<file path="src/rtl/uart_pkg.sv">
// Shared UART constants, state encoding and divisor helper.
package uart_pkg;

  localparam int BAUD_SLOW  = 9600;
  localparam int BAUD_FAST  = 115200;
  localparam int FRAME_BITS = 8;

  typedef enum logic [1:0] {
    ST_IDLE  = 2'd0,
    ST_START = 2'd1,
    ST_DATA  = 2'd2,
    ST_STOP  = 2'd3
  } uart_state_e;

  // Clock cycles per bit, integer-truncated.
  function automatic int baud_div(input int clk_hz, input int baud);
    return clk_hz / baud;
  endfunction

endpackage

</file>
<file path="src/rtl/uart_fifo.sv">
// Synchronous show-ahead FIFO; the head entry is visible on rdata without a pop.
// Pointers carry one extra bit so full and empty can be told apart.
module uart_fifo
  import uart_pkg::*;
#(
  parameter int WIDTH = 8,
  parameter int DEPTH = 16
) (
  input  logic             clk,
  input  logic             rst,
  input  logic             push,
  input  logic             pop,
  input  logic [WIDTH-1:0] wdata,
  output logic [WIDTH-1:0] rdata,
  output logic             empty,
  output logic             full
);

  localparam int AW = $clog2(DEPTH);

  logic [WIDTH-1:0] mem [DEPTH];
  logic [AW:0]      wr_ptr_q, wr_ptr_d;
  logic [AW:0]      rd_ptr_q, rd_ptr_d;
  logic             do_push, do_pop;

  assign empty = (wr_ptr_q == rd_ptr_q);
  assign full  = (wr_ptr_q[AW] != rd_ptr_q[AW]) && (wr_ptr_q[AW-1:0] == rd_ptr_q[AW-1:0]);
  assign rdata = mem[rd_ptr_q[AW-1:0]];

  // Pop only when data exists; a full FIFO still takes a write if a pop frees a slot.
  always_comb begin
    do_pop   = pop & ~empty;
    do_push  = push & (~full | do_pop);
    wr_ptr_d = wr_ptr_q;
    rd_ptr_d = rd_ptr_q;
    if (do_push) wr_ptr_d = wr_ptr_q + 1'b1;
    if (do_pop)  rd_ptr_d = rd_ptr_q + 1'b1;
  end

  // Pointer registers; reset empties the FIFO.
  always_ff @(posedge clk or posedge rst) begin
    if (rst) begin
      wr_ptr_q <= '0;
      rd_ptr_q <= '0;
    end else begin
      wr_ptr_q <= wr_ptr_d;
      rd_ptr_q <= rd_ptr_d;
    end
  end

  // Storage array, written on accepted pushes only.
  always_ff @(posedge clk) begin
    if (do_push) mem[wr_ptr_q[AW-1:0]] <= wdata;
  end

endmodule

</file>
<file path="src/rtl/uart_top.sv">
// 8N1 UART with TX/RX FIFOs, per-direction 9600/115200 baud select and a level IRQ.
module uart_top
  import uart_pkg::*;
#(
  parameter int CLK_HZ     = 50000000,
  parameter int FIFO_DEPTH = 16
) (
  input  logic       CLK,
  input  logic       RST,
  input  logic       RXD,
  input  logic       UART_EN,
  input  logic [1:0] IRQ_EN,
  input  logic       RXBAUD,
  input  logic       TXBAUD,
  input  logic       WR_TX,
  input  logic       RD_RX,
  input  logic [7:0] WRDATA,
  output logic [7:0] RXDATA,
  output logic       TXD,
  output logic       TX_FLAG,
  output logic       RX_FLAG,
  output logic       UART_IRQ,
  output logic       TXFIFO_EMPTY,
  output logic       RXFIFO_EMPTY
);

  localparam int DIV_SLOW_I = baud_div(CLK_HZ, BAUD_SLOW);
  localparam int DIV_FAST_I = baud_div(CLK_HZ, BAUD_FAST);
  localparam int CNT_W      = $clog2(DIV_SLOW_I + 1);

  localparam logic [CNT_W-1:0] DIV_SLOW = CNT_W'(DIV_SLOW_I);
  localparam logic [CNT_W-1:0] DIV_FAST = CNT_W'(DIV_FAST_I);
  localparam logic [CNT_W-1:0] CNT_ONE  = CNT_W'(1);
  localparam logic [2:0]       LAST_BIT = 3'(FRAME_BITS - 1);

  // ---------------- FIFOs ----------------
  logic       tx_push, tx_pop, tx_empty, tx_full;
  logic [7:0] tx_fifo_data;
  logic       rx_push, rx_pop, rx_empty, rx_full;
  logic [7:0] rx_fifo_data;

  // A full TX FIFO only accepts a write when the engine frees a slot the same cycle.
  assign tx_push = WR_TX & (~tx_full | tx_pop);
  assign rx_pop  = RD_RX;

  uart_fifo #(.WIDTH(8), .DEPTH(FIFO_DEPTH)) u_tx_fifo (
    .clk   (CLK),
    .rst   (RST),
    .push  (tx_push),
    .pop   (tx_pop),
    .wdata (WRDATA),
    .rdata (tx_fifo_data),
    .empty (tx_empty),
    .full  (tx_full)
  );

  // ---------------- TX engine ----------------
  uart_state_e      tx_state_q, tx_state_d;
  logic [CNT_W-1:0] tx_cnt_q, tx_cnt_d;
  logic [CNT_W-1:0] tx_div_q, tx_div_d;
  logic [2:0]       tx_bit_q, tx_bit_d;
  logic [7:0]       tx_shift_q, tx_shift_d;
  logic             tx_bit_end;

  assign tx_bit_end = (tx_cnt_q == tx_div_q - CNT_ONE);

  // TX next state: load a byte at frame start, hold each bit for one divisor period.
  always_comb begin
    tx_state_d = tx_state_q;
    tx_cnt_d   = tx_cnt_q;
    tx_div_d   = tx_div_q;
    tx_bit_d   = tx_bit_q;
    tx_shift_d = tx_shift_q;
    tx_pop     = 1'b0;
    case (tx_state_q)
      ST_IDLE: begin
        if (UART_EN && !tx_empty) begin
          tx_pop     = 1'b1;
          tx_shift_d = tx_fifo_data;
          tx_div_d   = TXBAUD ? DIV_FAST : DIV_SLOW;
          tx_cnt_d   = '0;
          tx_state_d = ST_START;
        end
      end
      ST_START: begin
        if (tx_bit_end) begin
          tx_cnt_d   = '0;
          tx_bit_d   = '0;
          tx_state_d = ST_DATA;
        end else begin
          tx_cnt_d = tx_cnt_q + CNT_ONE;
        end
      end
      ST_DATA: begin
        if (tx_bit_end) begin
          tx_cnt_d   = '0;
          tx_shift_d = {1'b0, tx_shift_q[7:1]};
          if (tx_bit_q == LAST_BIT) tx_state_d = ST_STOP;
          else                      tx_bit_d   = tx_bit_q + 3'd1;
        end else begin
          tx_cnt_d = tx_cnt_q + CNT_ONE;
        end
      end
      ST_STOP: begin
        if (tx_bit_end) begin
          tx_cnt_d = '0;
          // Chain straight into the next start bit when more data is queued.
          if (UART_EN && !tx_empty) begin
            tx_pop     = 1'b1;
            tx_shift_d = tx_fifo_data;
            tx_div_d   = TXBAUD ? DIV_FAST : DIV_SLOW;
            tx_state_d = ST_START;
          end else begin
            tx_state_d = ST_IDLE;
          end
        end else begin
          tx_cnt_d = tx_cnt_q + CNT_ONE;
        end
      end
      default: tx_state_d = ST_IDLE;
    endcase
  end

  // TX engine registers.
  always_ff @(posedge CLK or posedge RST) begin
    if (RST) begin
      tx_state_q <= ST_IDLE;
      tx_cnt_q   <= '0;
      tx_div_q   <= DIV_SLOW;
      tx_bit_q   <= '0;
      tx_shift_q <= '0;
    end else begin
      tx_state_q <= tx_state_d;
      tx_cnt_q   <= tx_cnt_d;
      tx_div_q   <= tx_div_d;
      tx_bit_q   <= tx_bit_d;
      tx_shift_q <= tx_shift_d;
    end
  end

  // Line level follows the state directly, so reset forces it high at once.
  always_comb begin
    case (tx_state_q)
      ST_START: TXD = 1'b0;
      ST_DATA:  TXD = tx_shift_q[0];
      default:  TXD = 1'b1;
    endcase
  end

  assign TX_FLAG = (tx_state_q != ST_IDLE);

  // ---------------- RX engine ----------------
  logic [1:0]       rx_sync_q;
  logic             rx_prev_q;
  logic             rx_line;
  uart_state_e      rx_state_q, rx_state_d;
  logic [CNT_W-1:0] rx_cnt_q, rx_cnt_d;
  logic [CNT_W-1:0] rx_div_q, rx_div_d;
  logic [2:0]       rx_bit_q, rx_bit_d;
  logic [7:0]       rx_shift_q, rx_shift_d;
  logic             rx_flag_q;
  logic             rx_bit_end, rx_half_end;

  assign rx_line     = rx_sync_q[1];
  assign rx_bit_end  = (rx_cnt_q == rx_div_q - CNT_ONE);
  assign rx_half_end = (rx_cnt_q == (rx_div_q >> 1) - CNT_ONE);

  // Two-flop synchronizer plus a delayed copy for falling-edge detection.
  always_ff @(posedge CLK or posedge RST) begin
    if (RST) begin
      rx_sync_q <= 2'b11;
      rx_prev_q <= 1'b1;
    end else begin
      rx_sync_q <= {rx_sync_q[0], RXD};
      rx_prev_q <= rx_line;
    end
  end

  // RX next state: validate start at half-bit, then sample data and stop at mid-bit.
  always_comb begin
    rx_state_d = rx_state_q;
    rx_cnt_d   = rx_cnt_q;
    rx_div_d   = rx_div_q;
    rx_bit_d   = rx_bit_q;
    rx_shift_d = rx_shift_q;
    rx_push    = 1'b0;
    case (rx_state_q)
      ST_IDLE: begin
        if (UART_EN && rx_prev_q && !rx_line) begin
          rx_div_d   = RXBAUD ? DIV_FAST : DIV_SLOW;
          rx_cnt_d   = '0;
          rx_state_d = ST_START;
        end
      end
      ST_START: begin
        if (rx_half_end) begin
          rx_cnt_d = '0;
          rx_bit_d = '0;
          // A line back high at mid-start was a glitch, not a frame.
          rx_state_d = rx_line ? ST_IDLE : ST_DATA;
        end else begin
          rx_cnt_d = rx_cnt_q + CNT_ONE;
        end
      end
      ST_DATA: begin
        if (rx_bit_end) begin
          rx_cnt_d   = '0;
          rx_shift_d = {rx_line, rx_shift_q[7:1]};
          if (rx_bit_q == LAST_BIT) rx_state_d = ST_STOP;
          else                      rx_bit_d   = rx_bit_q + 3'd1;
        end else begin
          rx_cnt_d = rx_cnt_q + CNT_ONE;
        end
      end
      ST_STOP: begin
        if (rx_bit_end) begin
          rx_cnt_d   = '0;
          rx_state_d = ST_IDLE;
          // Framing errors and overruns drop the byte silently.
          rx_push    = rx_line & ~rx_full;
        end else begin
          rx_cnt_d = rx_cnt_q + CNT_ONE;
        end
      end
      default: rx_state_d = ST_IDLE;
    endcase
  end

  // RX engine registers and the stored-byte pulse.
  always_ff @(posedge CLK or posedge RST) begin
    if (RST) begin
      rx_state_q <= ST_IDLE;
      rx_cnt_q   <= '0;
      rx_div_q   <= DIV_SLOW;
      rx_bit_q   <= '0;
      rx_shift_q <= '0;
      rx_flag_q  <= 1'b0;
    end else begin
      rx_state_q <= rx_state_d;
      rx_cnt_q   <= rx_cnt_d;
      rx_div_q   <= rx_div_d;
      rx_bit_q   <= rx_bit_d;
      rx_shift_q <= rx_shift_d;
      rx_flag_q  <= rx_push;
    end
  end

  uart_fifo #(.WIDTH(8), .DEPTH(FIFO_DEPTH)) u_rx_fifo (
    .clk   (CLK),
    .rst   (RST),
    .push  (rx_push),
    .pop   (rx_pop),
    .wdata (rx_shift_q),
    .rdata (rx_fifo_data),
    .empty (rx_empty),
    .full  (rx_full)
  );

  // ---------------- status ----------------
  assign RX_FLAG      = rx_flag_q;
  assign RXDATA       = rx_empty ? 8'h00 : rx_fifo_data;
  assign TXFIFO_EMPTY = tx_empty;
  assign RXFIFO_EMPTY = rx_empty;
  assign UART_IRQ     = (IRQ_EN[0] & ~rx_empty) | (IRQ_EN[1] & tx_empty & ~TX_FLAG);

endmodule

</file>
<file path="config.mk">
export PLATFORM = sky130hd
export DESIGN_NAME = uart_top
export DESIGN_NICKNAME = d
export VERILOG_FILES = /design/src/rtl/uart_pkg.sv /design/src/rtl/uart_fifo.sv /design/src/rtl/uart_top.sv
export SDC_FILE = /design/constraint.sdc
export NUM_CORES = 1
export LEC_CHECK = 0
export CELL_PAD_IN_SITES_DETAIL_PLACEMENT = 1
export CELL_PAD_IN_SITES_GLOBAL_PLACEMENT = 2
export CORE_ASPECT_RATIO = 1.1
export CORE_MARGIN = 5
export CORE_UTILIZATION = 47
export CTS_CLUSTER_SIZE = 24
export DETAILED_ROUTE_END_ITERATION = 10
export GPL_TIMING_DRIVEN = 0
export PLACE_DENSITY_LB_ADDON = 0.1
export SLEW_MARGIN = 20
export SYNTH_ARGS = -nofsm -noshare
export SYNTH_HDL_FRONTEND = slang
export SYNTH_SLANG_ARGS = --single-unit
</file>
<file path="constraint.sdc">
create_clock -name CLK -period 3.67 [get_ports CLK]
set_input_delay 0.5505 -clock CLK [delete_from_list [all_inputs] [get_ports CLK]]
set_output_delay 0.5505 -clock CLK [all_outputs]
set_load 0.1 [all_outputs]
</file>
Word level (Yosys, flattened, before mapping). Memories as Yosys holds them, arrays and structs flattened. Index checks and enable logic that the tools add are counted.

Bits in registers: 102. RAM bits: 256. Output and inout bits: 14. Memories kept: 2.

Add/sub/neg operators: 11. Equality and inequality tests: 29. Muxes and demuxes: 49. Bitwise logic cells: 18. Reduce and logical (&&, ||, !) cells: 24.

Memory list: u_rx_fifo.mem (words 16, width 8, read ports 1, clocked after memory_dff 0, wr ports 1, line uart_fifo.sv:21) `logic [WIDTH-1:0] mem [DEPTH];`; u_tx_fifo.mem (words 16, width 8, read ports 1, clocked after memory_dff 0, wr ports 1, line uart_fifo.sv:21).

Operator list (count): $mux W13 (9); $pmux W13 S2 (2); $eq A13 B13 Y1 (3); $pmux W13 S3 (1); $mux W8 (4); $add A13 B1 Y13 const B (2); $sub A13 B1 Y13 const B (2); $ne A2 B2 Y1 const B (12); $pmux W8 S3 (1); $mux W2 (11); $add A5 B1 Y5 const B (4); $mux W3 (6); $pmux W2 S4 (2); $sub A12 B1 Y13 const B (1); $pmux W3 S2 (2); $eq A5 B5 Y1 (2); $reduce_and A5 Y1 (2); $and A1 B1 Y1 (9); $mux W1 (9); $eq A2 B2 Y1 const B (4); $eq A4 B4 Y1 (2); $reduce_and A4 Y1 (2); $reduce_bool A2 Y1 (4); $add A3 B1 Y3 const B (2); 14 further kinds (33).

Logic depth before layout (Yosys ltp).
Word-level depth: 11. Depth in mapped cells: 10. Mapped depth without buffers: 7.

Hierarchy. Synthesis repeated with hierarchy kept, for this count alone.

Cell total of the unflattened synthesis: 887. Area, all modules: 14776.7 um2.

By module, submodules not included: uart_fifo (instances 2, cells each 268, area an instance 5624.1 um2); uart_top (instances 1, cells each 351, area an instance 3528.4 um2).

Least setup slack after synthesis. Ideal clock, no wire load.

Path type: reg2out. From: reg u_rx_fifo.rd_ptr_q[0]. To: out UART_IRQ. Data arrival time: 4.019 ns. Slack: -0.900 ns. Cell stages (with the launch flop): 7. Buffers on the path: 2. Cell sequence: dfrtp_1 clkbuf_1 xor2_1 nor4_1 nor2b_1 clkbuf_1 o21ai_0.

Longest elaborated chain between the ends: 4.

Ends and longest elaborated chain: start, declared (line uart_fifo.sv:23) `logic [AW:0] rd_ptr_q, rd_ptr_d;`; start signal, assigned (line uart_fifo.sv:47) `rd_ptr_q <= rd_ptr_d;`; $eq A5 B5 Y1 (line uart_fifo.sv:26) `assign empty = (wr_ptr_q == rd_ptr_q);`; via RXFIFO_EMPTY (line uart_top.sv:24) `output logic RXFIFO_EMPTY`; $not A1 Y1 (line uart_top.sv:264) `assign UART_IRQ = (IRQ_EN[0] & ~rx_empty) | (IRQ_EN[1] & tx_empty & ~TX_FLAG);`; $and A1 B1 Y1 (line uart_top.sv:264); $or A1 B1 Y1 (line uart_top.sv:264); end, declared (line uart_top.sv:22) `output logic UART_IRQ,`.

The timed path passes the listed nets, and every way through them passes these cells.

Worst setup path in the final report.
From: reg tx_cnt_q[6]. To: mem u_tx_fifo.mem[6][1], enable pin.

Longest elaborated chain between the ends: 8.

Ends and longest elaborated chain: start, declared (line uart_top.sv:59) `logic [CNT_W-1:0] tx_cnt_q, tx_cnt_d;`; start signal, assigned (line uart_top.sv:134) `tx_cnt_q <= tx_cnt_d;`; $eq A13 B13 Y1 (*) (line uart_top.sv:65) `assign tx_bit_end = (tx_cnt_q == tx_div_q - CNT_ONE);`; $mux W1 (*) (line uart_top.sv:105) `if (tx_bit_end) begin`; $pmux W1 S2 (*) (line uart_top.sv:75) `case (tx_state_q)`; $or A1 B1 Y1 or $and A1 B1 Y1 (tied branches) (line uart_top.sv:43, uart_fifo.sv:32); $and A1 B1 Y1 or $or A1 B1 Y1 (tied branches) (line uart_top.sv:43, uart_fifo.sv:33); $and A1 B1 Y1 (*) (line uart_fifo.sv:33) `do_push = push & (~full | do_pop);`; $mux W1 (*) (line uart_fifo.sv:53) `if (do_push) mem[wr_ptr_q[AW-1:0]] <= wdata;`; $mux W1 (implied by the code) (*) (line uart_fifo.sv:53); end, declared (line uart_fifo.sv:21).

Every way passes the cells marked *; elsewhere a longest branch is shown, timed or not.

==> flow_summary.toml <==
[final_layout]
area_growth_pct = 14.8
layout.cells.most_common = "edfxtp_1"
fin_util_pct = 55.0
layout.nets = 1040
fillers = 2883
antenna_cells = 0
final_cells = 1440
drive_gt1_share_pct = 21.2
layout_common_cells = "256 x edfxtp_1, 75 x dfrtp_1, 59 x mux4_2"

[global_routing]
grt-busiest-layer = "met2"
grt_max_degree = 52
grt_util_met3_pct = 2.71
gr-total-overflow = 0
antenna_found_initial = 0
grt_use_met2_pct = 32.5
grt_pass1_vias = 8614
use_met1_pct = 25.2
grtUsageTotal_pct = 18.7
grt_pass1_wl_um = 50700

[sta]
layout_worst_path_cycle_share_pct = 97.6
tightest_slew_ps = 971
hold_viol_final = 0
rsz0062_at_grt = "yes"
slew_headroom_pct = 35.1
worst_slack_ps = 86.7
maxSlewViolCount = 0
skew_ps = 19.8
clock.fmax_mhz = 279
setup_violations = 0
min_period_ps = 3580

[clock_tree]
htree_levels = 2
clkLatencyLatePin_ps = 520
cts_hold_buf = 0
cts_setup_buffers = 0
cts_buffer_depth = 3
cts_resized = 69
numCtsBuffers = 36
cts_tree = "built"
cts_root_buffer = "clkbuf_16"
path_clk_slew_ps = 60
clock-sinks = 336

[critical_path]
worst-path-stages = 8
required_ps = 3810
worstPathMaxFanout = 10
r2r-end = "u_tx_fifo.mem[6][1]"
start_kind = "flop"
crit_type = "flop to flop"
worst-r2r-setup-slack_ps = 90
slowest_delay_ps = 660
cp_common_cell = "buf_6"
worstPathArrival_ps = 3720
cp_top_family = "simple AND/OR/NAND/NOR gates"
crit_chain = "buf_6 -> or4_4 -> a2111oi_4 -> nand4_4 -> and2_1 -> buf_6 -> buf_6 -> nor3_2"
worstSetupStartpoint = "tx_cnt_q[6]"
crit_path_top_delay_cell = "nor3_2"
cp-end-kind = "flop"
reg2reg_from = "tx_cnt_q[6]"
r2r_cells = 8
path_buf_inv = 3
crit_end = "u_tx_fifo.mem[6][1]"

[route]
drt-pass1-iter-count = 4
ant_nets = 0
routed_wl_um = 32200
initialDrtViolationCount = 434
post_drt_wl_per_cell_um = 22.4
viasPerCell = 5.66
route.detailed.drc = 0
vias = 8149

[placed_design]
io_buffers = 31
dpl_worst_slack_ps = -770
hpwlAfterDp_um = 22200
gp_congestion = 0.746
place_inst = 1376

[synth]
synthArstFlopShare_pct = 23.8
netlist_area_um2 = 14700
synth_seq_cells = 336
yosysSeqAreaShare_pct = 66.2
synth_nets = 962
synth_edf_count = 256
ys_types = 64
postSynthCellCount = 921
yosysWarnings = 0
avgSynthCellArea_um2 = 15.9
synthFlopType = "edfxtp_1"

[floorplan]
die_area_um2 = 34800
die_h_um = 195
io_pins = 32
row_count = 67
die_width_um = 178
start_util_pct = 47.9
core_area_um2 = 30600

[worst_hold_path]
whs_path_depth = 0
hp-class = "flop to flop"

[power]
combPwrFrac_pct = 34.1
p_sw_share_pct = 34.8
p_int_mw = 8.20
power.density_nw_per_um2 = 747
power_frac_seq_pct = 37.6
p_sw_mw = 4.37
p_leak_nw = 6.00
vdd_drop_max_mv = 0.484
power_frac_clock_pct = 28.2

[job]
cap_violations = 0

[run_status]
status = "finished clean"
## metal layers
layer / part of all wire [%] / routed length, µm
met3: 3.1 / 1010
met2: 51 / 16500
met5: 0 / 0
met4: 1.8 / 580
met1: 44 / 14100
## area by class of cell
| type | instances | area, µm² | share of cell area [%] |
|---|---|---|---|
| Multi-Input combinational cell | 502 | 4740 | 28.2 |
| Clock buffer | 48 | 977 | 5.81 |
| Inverter | 30 | 115 | 0.684 |
| Timing Repair Buffer | 41 | 352 | 2.09 |
| Buffer | 52 | 256 | 1.52 |
| Tap cell | 414 | 518 | 3.08 |
| Sequential cell | 336 | 9700 | 57.6 |
| Clock inverter | 17 | 169 | 1.00 |
## synth_stat cells (all sizes together) (18+ instances only)
cell type	n	area, µm²
mux4	59	1330
nand4	18	128
buf	18	110
ha	23	288
a21oi	19	95.1
clkbuf	35	131
xor2	18	158
edfxtp	256	7690
nand2	38	143
dfrtp	75	1880
and3	18	114
o21ai	23	115
nor2b	19	119
inv	30	113
a22oi	19	143
mux2i	44	440
xnor2	20	175
nand3	23	115
## sequential cells by signal, summed over array words and instances, names as in the netlist, 2 cells and up, named ones only
| signal | count |
|---|---|
| rx_bit_q | 3 |
| rx_cnt_q | 13 |
| rx_div_q | 2 |
| rx_shift_q | 8 |
| rx_sync_q | 2 |
| tx_bit_q | 3 |
| tx_cnt_q | 13 |
| tx_div_q | 2 |
| tx_shift_q | 8 |
| tx_state_q | 2 |
| u_rx_fifo.mem | 128 |
| u_rx_fifo.rd_ptr_q | 5 |
| u_rx_fifo.wr_ptr_q | 5 |
| u_tx_fifo.mem | 128 |
| u_tx_fifo.rd_ptr_q | 5 |
| u_tx_fifo.wr_ptr_q | 5 |
## metrics by stage
stage                     cell area [µm²]  hold slack [ps]  total power, mW  TNS [ps]
after floorplan                     14700              345             7.99         0
final                               16800              349             12.6         0
after global routing                16800              366             13.2     -3330
after CTS                           16800              352             12.7     -91.8
after detailed placement            15700              347             9.18     -6190
after global placement              15500              346             9.07   -115070
## power by group through the flow
stage               logic (mW)  registers [mW]  clock network [mW]
floorplan                 3.27            4.72                   0
global placement          4.28            4.78                   0
detailed placement        4.39            4.79                   0
CTS                       4.38            4.74                3.62
global route              4.68            4.78                3.77
finish                    4.29            4.73                3.55
## how the worst min path moves through the flow
stage,startpoint,endpoint,slack [ps]
3_5_place_dp,rx_sync_q[0],rx_sync_q[1],350
2_1_floorplan,rx_sync_q[0],rx_sync_q[1],350
5_1_grt,rx_sync_q[0],rx_sync_q[1],370
6_report,rx_sync_q[0],rx_sync_q[1],350
4_1_cts,rx_sync_q[0],rx_sync_q[1],350
3_3_place_gp,rx_sync_q[0],rx_sync_q[1],350
## cells by family after synthesis
family	synth area share [%]
flops	66.2
fa+ha+maj	1.96
buf+inv	2.42
simple gates	7.68
xor+xnor	2.27
mux	13.4
compound gates	6.07
## worst register-to-register path: cells and delay by family (launching register included)
| kind | cells | cell delay, ps |
|---|---|---|
| buf+inv | 3 | 420 |
| compound gates | 1 | 640 |
| simple gates | 4 | 1770 |
| flops | 1 | 370 |
No activity file was read; power rests on OpenSTA's default activity.
